`src/rtl/cache_refill_ctrl.sv`:
```
// Miss handler (4-beat block refill into one 128-bit line) and write-through store port.
// Optional build macro CACHE_REFILL_CRITICAL_WORD_FIRST_EN: wrap-around beat order + early word.
module cache_refill_ctrl #(
  parameter int unsigned BUS_WIDTH           = 32,
  parameter int unsigned BLOCK_SIZE          = 128,
  parameter int unsigned TAG_SIZE            = 3,
  parameter int unsigned INDEX_SIZE          = 5,
  parameter int unsigned ADDRESS_WIDTH_CACHE = 10
) (
  input  logic                           i_clk,
  input  logic                           i_aresetn,
  input  logic                           i_miss_req,
  input  logic [ADDRESS_WIDTH_CACHE-1:0] i_miss_addr,
  input  logic                           i_wr_req,
  input  logic [ADDRESS_WIDTH_CACHE-1:0] i_wr_addr,
  input  logic [BUS_WIDTH-1:0]           i_wr_data,
  output logic                           o_wr_ack,
  output logic                           o_mem_req,
  output logic                           o_mem_we,
  output logic [ADDRESS_WIDTH_CACHE-1:0] o_mem_addr,
  output logic [BUS_WIDTH-1:0]           o_mem_wdata,
  input  logic                           i_mem_ack,
  input  logic [BUS_WIDTH-1:0]           i_mem_rdata,
  output logic                           o_fill_valid,
  output logic [INDEX_SIZE-1:0]          o_fill_index,
  output logic [TAG_SIZE-1:0]            o_fill_tag,
  output logic [BLOCK_SIZE-1:0]          o_fill_block,
  output logic                           o_stall,
`ifdef CACHE_REFILL_CRITICAL_WORD_FIRST_EN
  output logic                           o_crit_valid,
  output logic [BUS_WIDTH-1:0]           o_crit_word,
`endif
  output logic                           o_busy
);

  localparam int unsigned OffW  = ADDRESS_WIDTH_CACHE - TAG_SIZE - INDEX_SIZE;
  localparam int unsigned LineW = ADDRESS_WIDTH_CACHE - OffW;
`ifdef CACHE_REFILL_CRITICAL_WORD_FIRST_EN
  localparam bit CritFirst = 1'b1;
`else
  localparam bit CritFirst = 1'b0;
`endif

  typedef enum logic [1:0] {StIdle, StWrite, StRefill, StFill} state_e;

  state_e                         state_q, state_d;
  logic [OffW-1:0]                cnt_q, cnt_d, start_q, start_d, cnt_nxt, first_off;
  logic [LineW-1:0]               line_q, line_d;
  logic [BLOCK_SIZE-1:0]          block_q, block_d;
  logic                           req_q, req_d, we_q, we_d;
  logic [ADDRESS_WIDTH_CACHE-1:0] addr_q, addr_d;
  logic [BUS_WIDTH-1:0]           wdata_q, wdata_d;
  logic                           wr_ack_q, wr_ack_d;
  logic                           crit_valid_q, crit_valid_d;
  logic [BUS_WIDTH-1:0]           crit_word_q, crit_word_d;
  logic                           beat_ack;

  assign beat_ack  = req_q & i_mem_ack;
  assign cnt_nxt   = cnt_q + OffW'(1);
  assign first_off = i_miss_addr[OffW-1:0] & {OffW{CritFirst}};

  always_comb begin
    state_d      = state_q;
    cnt_d        = cnt_q;
    start_d      = start_q;
    line_d       = line_q;
    block_d      = block_q;
    req_d        = req_q;
    we_d         = we_q;
    addr_d       = addr_q;
    wdata_d      = wdata_q;
    wr_ack_d     = 1'b0;
    crit_valid_d = 1'b0;
    crit_word_d  = crit_word_q;
    unique case (state_q)
      StIdle: begin
        // wr_ack_q high means i_wr_req still shows the store just committed
        if (i_wr_req && !wr_ack_q) begin
          state_d = StWrite;
          req_d   = 1'b1;
          we_d    = 1'b1;
          addr_d  = i_wr_addr;
          wdata_d = i_wr_data;
        end else if (i_miss_req) begin
          state_d = StRefill;
          line_d  = i_miss_addr[ADDRESS_WIDTH_CACHE-1:OffW];
          start_d = first_off;
          cnt_d   = first_off;
          req_d   = 1'b1;
          we_d    = 1'b0;
          addr_d  = {i_miss_addr[ADDRESS_WIDTH_CACHE-1:OffW], first_off};
        end
      end
      StWrite: begin
        if (beat_ack) begin
          req_d    = 1'b0;
          we_d     = 1'b0;
          wr_ack_d = 1'b1;
          state_d  = StIdle;
        end
      end
      StRefill: begin
        if (beat_ack) begin
          block_d[int'(cnt_q)*BUS_WIDTH +: BUS_WIDTH] = i_mem_rdata;
          if (cnt_q == start_q) begin
            crit_valid_d = 1'b1;
            crit_word_d  = i_mem_rdata;
          end
          // Beats wrap within the block; returning to the start offset means all words are in
          if (cnt_nxt == start_q) begin
            req_d   = 1'b0;
            state_d = StFill;
          end else begin
            cnt_d  = cnt_nxt;
            addr_d = {line_q, cnt_nxt};
          end
        end
      end
      StFill: state_d = StIdle;
      default: state_d = StIdle;
    endcase
  end

  always_ff @(posedge i_clk or negedge i_aresetn) begin
    if (!i_aresetn) begin
      state_q      <= StIdle;
      cnt_q        <= '0;
      start_q      <= '0;
      line_q       <= '0;
      block_q      <= '0;
      req_q        <= 1'b0;
      we_q         <= 1'b0;
      addr_q       <= '0;
      wdata_q      <= '0;
      wr_ack_q     <= 1'b0;
      crit_valid_q <= 1'b0;
      crit_word_q  <= '0;
    end else begin
      state_q      <= state_d;
      cnt_q        <= cnt_d;
      start_q      <= start_d;
      line_q       <= line_d;
      block_q      <= block_d;
      req_q        <= req_d;
      we_q         <= we_d;
      addr_q       <= addr_d;
      wdata_q      <= wdata_d;
      wr_ack_q     <= wr_ack_d;
      crit_valid_q <= crit_valid_d;
      crit_word_q  <= crit_word_d;
    end
  end

  assign o_wr_ack     = wr_ack_q;
  assign o_mem_req    = req_q;
  assign o_mem_we     = we_q;
  assign o_mem_addr   = addr_q;
  assign o_mem_wdata  = wdata_q;
  assign o_fill_valid = (state_q == StFill);
  assign o_fill_index = line_q[INDEX_SIZE-1:0];
  assign o_fill_tag   = line_q[LineW-1 -: TAG_SIZE];
  assign o_fill_block = block_q;
  assign o_busy       = (state_q != StIdle);
  // Gated by reset so the stall is low while the controller is held in reset
  assign o_stall      = i_aresetn & (i_miss_req | o_busy);
`ifdef CACHE_REFILL_CRITICAL_WORD_FIRST_EN
  assign o_crit_valid = crit_valid_q;
  assign o_crit_word  = crit_word_q;
`else
  logic unused_crit;
  assign unused_crit = crit_valid_q ^ (^crit_word_q);
`endif

endmodule

```
`config.mk`:
```
export PLATFORM = sky130hd
export DESIGN_NAME = cache_refill_ctrl
export DESIGN_NICKNAME = d
export VERILOG_FILES = /design/src/rtl/cache_refill_ctrl.sv
export SDC_FILE = /design/constraint.sdc
export NUM_CORES = 1
export LEC_CHECK = 0
export BUFFER_PORTS_ARGS = -buffer_cell sky130_fd_sc_hd__buf_4
export CAP_MARGIN = 20
export CORE_MARGIN = 2
export CORE_UTILIZATION = 40
export DETAILED_ROUTE_END_ITERATION = 6
export PLACE_DENSITY_LB_ADDON = 0.2
export SLEW_MARGIN = 5
export SYNTH_ARGS = -nofsm -noshare
export SYNTH_HDL_FRONTEND = slang
export SYNTH_SLANG_ARGS = --single-unit
```
`constraint.sdc`:
```
create_clock -name i_clk -period 5.6 [get_ports i_clk]
set_input_delay 0.56 -clock i_clk [delete_from_list [all_inputs] [get_ports i_clk]]
set_output_delay 0.56 -clock i_clk [all_outputs]
set_load 0.005 [all_outputs]
```
Word level (Yosys, flattened, before mapping). Index checks and enable logic that the tools add are counted.

Output and inout port bits: 184. Flip-flop bits (word level): 185. Word-level logic and storage cells: 71. Bits of input ports: 89.

Shifts and indexed selects: 2. Reductions and logical operators: 16. Muxes and demuxes: 28. Equality and inequality tests: 10. $add $sub $neg: 2. Bitwise operators: 4.

Operator list (number): bitwise mux 128 bit (1); variable shift 32 x 34 -> 128 bit, first input constant (1); indexed part select 32 x 34 -> 128 bit (1); 2-to-1 mux 10 bit (4); negation 7 -> 34 bit (1); one-hot mux 10 bit (2 select lines) (1); 2-to-1 mux 2 bit (9); inequality test 2 bit, second input constant (6); AND reduction 5 bit (2); 2-to-1 mux 1 bit (9); one-hot mux 2 bit (4 select lines) (1); AND reduction 4 bit (2); AND reduction 3 bit (2); nonzero test 2 bit (3); == test 2 bit, second input constant (2); logical NOT 2 bit (2); one-hot mux 2 bit (2 select lines) (1); AND reduction 2 bit (2); inequality test 3 bit, second input constant (1); one-hot mux 1 bit (3 select lines) (1); nonzero test 3 bit (1); adder 2 x 1 -> 2 bit, second input constant (1); bitwise AND 1 bit (2); == test 2 x 1 -> 1 bit, second input constant (1); 5 further kinds (5).

Depth between registers and ports, before layout. Gate-level depths: netlist (run 1).

Word-level depth: 5. Depth in mapped cells: 7. Mapped depth without buffers: 5.

Least setup slack after synthesis (run 1). Ideal clock, no wire load.

Path type: reg2reg. Start: register state_q[0]. End: register cnt_q[0]. Arrival time: 1.719 ns. Clock period less this slack: 1.844 ns. Cell stages (with the launch flop): 7. Slack: 3.756 ns. Library setup time: 0.125 ns. Data required time: 5.475 ns. Cell sequence: dfrtp_1 inv_1 ha_1 buf_4 nand2b_1 a221oi_2 mux2_2.

Cells in the longest elaborated chain, start to end: 3. Elaborated cells on any way between the ends: 9. Those cells by class: eq/ne (5); mux (1); reduce/logical (3).

RTL lines: start, declared (RTL line 46) `state_e state_q, state_d;`; start signal, assigned (RTL line 126) `state_q <= StIdle;`; start signal, assigned (RTL line 139) `state_q <= state_d;`; == test 2 bit / logical NOT 2 bit (equally long branches) (RTL line 75) `unique case (state_q)`; inequality test 2 bit (no source line) / nonzero test 2 bit (equally long branches); AND reduction 5 bit (no source line); end signal, assigned (RTL line 140) `cnt_q <= cnt_d;`; end, declared (RTL line 47) `logic [OffW-1:0] cnt_q, cnt_d, start_q, start_d, cnt_nxt, first_off;`.

Several ways; a longest one is shown, not always the timed one. A chain may end at the register's enable or synchronous reset.

Worst setup path after layout (run 1).
Start: register state_q[0]. End: register block_q[86], in the netlist o_fill_block[86].

Cells in the longest elaborated chain, start to end: 2.

RTL lines: == test 2 bit (RTL line 75); AND reduction 2 bit (no source line); end signal, assigned (RTL line 143) `block_q <= block_d;`; end, declared (RTL line 49) `logic [BLOCK_SIZE-1:0] block_q, block_d;`.

Every way passes these cells.

==> results of run 1 <==
==> how the worst min path moves through the flow <==
| stage | slack [ns] | to | start |
|---|---|---|---|
| 6_report | 0.1 | o_fill_block[83] | i_aresetn |
| 5_1_grt | 0.14 | o_fill_block[83] | i_aresetn |
| 4_1_cts | 0.13 | o_fill_block[19] | i_aresetn |
| 3_5_place_dp | 0.47 | o_fill_block[56] | o_fill_block[56] |
| 3_3_place_gp | 0.46 | o_fill_block[37] | o_fill_block[37] |
| 2_1_floorplan | 0.26 | cnt_q[0] | i_aresetn |
==> kinds of logic (layout without fill, tap and decap cells) <==
group / after synthesis / count (layout)
multiplexers: 48 / 48
AND/OR/NAND/NOR: 230 / 230
AO/OA/AOI/OAI: 164 / 164
buffers and inverters: 59 / 326
adder cells (fa/ha/maj): 11 / 11
flip-flops: 185 / 185
==> power by group <==
group | internal [mW] | leakage [nW] | switching, mW
registers | 1.34 | 2.57 | 0.000300
logic | 0.0461 | 2.47 | 0.0571
clock network | 0.653 | 0.296 | 0.556
==> registers in the layout, summed over array words and instances, names as in the netlist, 2 cells and up <==
| signal | cells |
|---|---|
| line_q | 8 |
| state_q | 2 |
| o_fill_block | 128 |
| cnt_q | 2 |
| o_mem_wdata | 32 |
| o_mem_addr | 10 |
==> per-layer routing <==
layer	part of all wire (%)	routed length, um	global-route usage (%)
met5	0	0	0
met4	2.1	441	7.53
met3	6.0	1260	4.58
met2	47	9880	32.4
met1	45	9520	29.5
==> synthesized netlist by cell type (2+ instances only) <==
library cell    n
o22ai_1         8
o21ai_0        93
a221oi_2        2
a21boi_0        2
nand4_1         3
clkbuf_1       26
ha_1           11
nand2b_1        5
and3_1          2
a22o_1         33
o32ai_1         8
mux2i_1         3
inv_1          13
nand2_1       194
and2_1          2
buf_4           4
dfrtp_1       185
and3b_1         9
buf_2          15
nor2_1          4
and2b_1         2
a211oi_1        8
o21ai_1         6
mux2_2         45
==> critical path: cells and delay by family, from the launching register on <==
family	cells	cell delay, ns
AND/OR/NAND/NOR	2	0.94
adder cells (fa/ha/maj)	1	0.76
buffers and inverters	2	0.68
flip-flops	1	0.43
AO/OA/AOI/OAI	1	0.09
==> area by class of cell <==
class / instances / area [um^2]
multi-input cells: 453 / 2760
well taps: 234 / 293
fillers: 1701 / 8270
clock inverters: 13 / 136
inverters: 14 / 52.6
repair buffers: 280 / 2110
flip-flops and latches: 185 / 4630
clock buffers: 19 / 453
==> results.sh, run 1 <==
export IMPL_outcome="finished clean"
export IMPL_io_pins=273
export IMPL_crit_path_end="o_fill_block[86]"
export IMPL_antenna_cells=0
export IMPL_cp_cell_sequence="inv_1 -> ha_1 -> nand4_1 -> buf_4 -> nand2_1 -> o21ai_0"
export IMPL_critPathMaxStageDelay_ns=0.83
export IMPL_peakVddDrop_mv=0.189
export IMPL_postLayoutCoreUtil_pct=55.8
export IMPL_clkLatencyLatePin_ns=0.43
export IMPL_synth_top_family_by_area="compound AO/OA/AOI/OAI gates"
export IMPL_remaining_drc_errors=0
export IMPL_required_ns=5.88
export IMPL_antenna_found_initial=0
export IMPL_h_tree_depth=4
export IMPL_layout_common_cells="279 x buf_4, 194 x nand2_1, 185 x dfrtp_1"
export IMPL_synthMuxAreaShare_pct=7.04
export IMPL_skew_ns=0.00925
export IMPL_worst_pin_slew_ns=0.980
export IMPL_die_h_um=142
export IMPL_avgSynthCellArea_um2=10.9
export IMPL_place_gp_congestion=0.774
export IMPL_final_area_um2=10400
export IMPL_stdcell_count=1198
export IMPL_grt_usage_pct=21.0
export IMPL_synth_seq_cells=185
export IMPL_cp_slowest_cell="nand4_1"
export IMPL_finalCritPeriodShare_pct=54.9
export IMPL_final_hold_viol_count=0
export IMPL_hpwl_um=14500
export IMPL_cts_tree="yes"
export IMPL_p_leak_nw=5.33
export IMPL_setup_violations=0
export IMPL_critPathLaunchType="register"
export IMPL_pre_cts_ws_ns=2.49
export IMPL_firstDrtPassIters=4
export IMPL_synthArstFlopShare_pct=100
export IMPL_cts_buffers=17
export IMPL_core_area_um2=18700
export IMPL_r2r_slack_ns=2.53
export IMPL_portBuffers=270
export IMPL_grt_pass1_wl_um=32800
export IMPL_period_needed_ns=3.07
export IMPL_cts_repair_resized=0
export IMPL_cts_root_buffer="clkbuf_16"
export IMPL_drv_slew=0
export IMPL_path_clk_slew_ns=0.07
export IMPL_maxCapViolations=0
export IMPL_synth_compound_area_share_pct=13.9
export IMPL_cts_sinks=185
export IMPL_layout_commonest_cell="buf_4"
export IMPL_rsz0062_at_grt="false"
export IMPL_avgRoutedWirePerCell_um=17.6
export IMPL_drtIter0Drc=306
export IMPL_cts_setup_buffers=0
export IMPL_fp_dieW_um=142
export IMPL_ys_flop_type="dfrtp_1"
export IMPL_wirelength_um=21100
export IMPL_synth_edf_count=0
export IMPL_setup_tns_ns=0
export IMPL_grt_max_degree=69
export IMPL_cp_end_kind="register"
export IMPL_syn_inst=697
export IMPL_r2r_start="state_q[0]"
export IMPL_yosysWarnings=0
export IMPL_cp_arrival_ns=3.36
export IMPL_row_count=50
export IMPL_powerDensity_nw_per_um2=254
export IMPL_achievable_frequency_mhz=325
export IMPL_r2r_cells=6
export IMPL_worstSetupPathType="reg -> reg"
export IMPL_crit_fanout=44
export IMPL_reg2reg_to="o_fill_block[86]"
export IMPL_yosysSeqAreaShare_pct=60.7
export IMPL_hold_class="in -> async"
export IMPL_worst_slack_ns=2.53
export IMPL_synth_fa_ha_area_share_pct=1.81
export IMPL_syn_to_final_growth_pct=36.9
export IMPL_yosysTopAreaCell="dfrtp_1"
export IMPL_hold_buffers=0
export IMPL_syn_nets=797
export IMPL_num_vias=6017
export IMPL_synth_cell_types=38
export IMPL_die_area_um2=20200
export IMPL_syn_area_um2=7620
export IMPL_ys_top_cells_by_area="dfrtp_1 61%, nand2_1 9.6%, mux2_2 6.6%, o21ai_0 6.1%, a22o_1 3.8%"
export IMPL_dp_cells=1166
export IMPL_holdWs_ns=0.0952
export IMPL_drive_gt1_share_pct=38.2
export IMPL_avgViaCountPerCell=5.02
export IMPL_grt_pass1_vias=5803
export IMPL_dpl_cell_area_um2=9850
export IMPL_clock_path_buffers=2
export IMPL_startpoint="state_q[0]"
export IMPL_ant_nets=0
export IMPL_power_mw=2.65
export IMPL_globalRoute_totalOverflow=0
export IMPL_synth_xor_area_share_pct=0
export IMPL_nets=1051
export IMPL_start_util_pct=40.7
export IMPL_synthSimpleGateAreaFrac_pct=13.2
export IMPL_slew_headroom_pct=34.6
export IMPL_netlist_area_leader_share_pct=60.7
Power figures use the tool's default switching activity.
==> inputs of run 2 (changes only) <==
==> constraint.sdc (replaced) <==
create_clock -name i_clk -period 2.5 [get_ports i_clk]
set_input_delay 0.25 -clock i_clk [delete_from_list [all_inputs] [get_ports i_clk]]
set_output_delay 0.25 -clock i_clk [all_outputs]
set_load 0.005 [all_outputs]
==> run 2 against run 1 <==
Against the previous run: worst hold slack got worse by 0.039 ns; clock skew rose by 0.0096 ns; cell count rose by 0.83%; total power rose by 120%; first-iteration DRC count rose by 9.8%; sequential share of layout area fell by 0.48 points; die area did not move; critical path depth fell by 1; core utilization rose by 0.61 points; sequential cell count did not move; largest cell class unchanged; highest routed layer unchanged.
==> results.sh, run 2 (synthesis gave the netlist of run 1 again) <==
export IMPL_cts_root_buffer="clkbuf_16"
export IMPL_wirelength_um=21200
export IMPL_avgRoutedWirePerCell_um=17.5
export IMPL_die_area_um2=20200
export IMPL_postLayoutCoreUtil_pct=56.4
export IMPL_critPathLaunchType="register"
export IMPL_outcome="finished clean"
export IMPL_die_h_um=142
export IMPL_dpl_cell_area_um2=9980
export IMPL_cp_arrival_ns=1.95
export IMPL_ant_nets=0
export IMPL_cp_cell_sequence="inv_1 -> ha_1 -> nand2b_1 -> and2_1 -> buf_4"
export IMPL_syn_to_final_growth_pct=38.4
export IMPL_worstSetupPathType="reg -> out"
export IMPL_antenna_cells=0
export IMPL_largest_register_ffs=128
export IMPL_grt_pass1_wl_um=32800
export IMPL_worst_pin_slew_ns=0.593
export IMPL_hpwl_um=14700
export IMPL_final_area_um2=10600
export IMPL_path_clk_slew_ns=0.07
export IMPL_layout_commonest_cell="buf_4"
export IMPL_row_count=50
export IMPL_core_area_um2=18700
export IMPL_r2r_slack_ns=0.33
export IMPL_maxCapViolations=0
export IMPL_clkLatencyLatePin_ns=0.43
export IMPL_peakVddDrop_mv=0.418
export IMPL_clock_path_buffers=2
export IMPL_grt_usage_pct=20.9
export IMPL_critPathMaxStageDelay_ns=0.42
export IMPL_drtIter0Drc=336
export IMPL_globalRoute_totalOverflow=0
export IMPL_setup_violations=0
export IMPL_layout_common_cells="283 x buf_4, 194 x nand2_1, 185 x dfrtp_1"
export IMPL_firstDrtPassIters=4
export IMPL_portBuffers=270
export IMPL_pre_cts_ws_ns=0.366
export IMPL_skew_ns=0.0188
export IMPL_h_tree_depth=4
export IMPL_powerDensity_nw_per_um2=553
export IMPL_cts_tree="yes"
export IMPL_slew_headroom_pct=60.5
export IMPL_holdWs_ns=0.0567
export IMPL_remaining_drc_errors=0
export IMPL_avgViaCountPerCell=5.01
export IMPL_final_hold_viol_count=0
export IMPL_p_leak_nw=5.37
export IMPL_drv_slew=0
export IMPL_crit_fanout=9
export IMPL_cts_sinks=185
export IMPL_hold_class="in -> reg"
export IMPL_io_pins=273
export IMPL_rsz0062_at_grt="false"
export IMPL_period_needed_ns=2.20
export IMPL_required_ns=2.25
export IMPL_cts_buffers=17
export IMPL_n_fill_cell=1672
export IMPL_grt_pass1_vias=5812
export IMPL_place_gp_congestion=0.842
export IMPL_cts_setup_buffers=0
export IMPL_antenna_found_initial=0
export IMPL_seqCellArea_um2=4630
export IMPL_setup_tns_ns=0
export IMPL_grt_max_degree=109
export IMPL_cp_end_kind="output port"
export IMPL_worst_slack_ns=0.295
export IMPL_fp_dieW_um=142
export IMPL_multi_input_area_um2=2760
export IMPL_achievable_frequency_mhz=454
export IMPL_drive_gt1_share_pct=38.5
export IMPL_num_vias=6052
export IMPL_nets=1061
export IMPL_finalCritPeriodShare_pct=88.2
export IMPL_cp_slowest_cell="dfrtp_1"
export IMPL_start_util_pct=40.7
-- run 2: routing by layer --
| metal | up-vias | wire (um) | share of wire, % | track usage (%) |
|---|---|---|---|---|
| li1 | 2928 | - | - | - |
| met1 | 2942 | 9620 | 45 | 29.7 |
| met2 | 166 | 10200 | 48 | 32.4 |
| met3 | 16 | 1150 | 5.4 | 4.85 |
| met4 | 0 | 267 | 1.3 | 5.68 |
| met5 | - | 0 | 0 | 0 |
-- run 2: repair_timing --
item | in CTS | in global routing
hold buffers | 1 | 0
endpoints found under the hold margin | 16 | 0
resized for setup | 0 | 0
-- run 2: cell type report --
| cell class | count | share of cell area (%) |
|---|---|---|
| Sequential cell | 185 | 43.9 |
| Timing Repair Buffer | 290 | 21.3 |
| Clock buffer | 20 | 4.23 |
| Inverter | 14 | 0.498 |
| Multi-Input combinational cell | 453 | 26.2 |
| Clock inverter | 12 | 1.10 |
| Tap cell | 234 | 2.78 |
-- run 2: final timing paths --
kind,start,cells after the start,endpoint
setup / recovery,state_q[0],5,o_stall
hold / removal,i_wr_data[26],2,o_mem_wdata[26]
hold reg to reg,o_fill_block[107],2,o_fill_block[107]
min in group asynchronous,i_aresetn,2,o_fill_block[19]
setup reg to reg,state_q[0],6,o_mem_addr[0]
max in group asynchronous,i_aresetn,3,o_mem_wdata[10]
-- run 2: per-stage QoR --
| stage | total power, mW | cells |
|---|---|---|
| 2_1_floorplan | 3.08 | 697 |
| 3_3_place_gp | 3.30 | 1175 |
| 3_5_place_dp | 3.30 | 1175 |
| 4_1_cts | 5.91 | 1208 |
| 5_1_grt | 6.05 | 1208 |
| 6_report | 5.84 | 1208 |
-- run 2: worst max-delay path, delay by kind of cell (launching register included) --
family / cells / cell delay, ns
buffers and inverters: 2 / 0.27
and+or+nand+nor: 2 / 0.52
adders and majority gates: 1 / 0.32
DFF: 1 / 0.42
-- run 2: power breakdown --
| group | switching, mW | internal (mW) |
|---|---|---|
| registers | 0.000625 | 2.99 |
| logic | 0.133 | 0.110 |
| clock network | 1.19 | 1.41 |
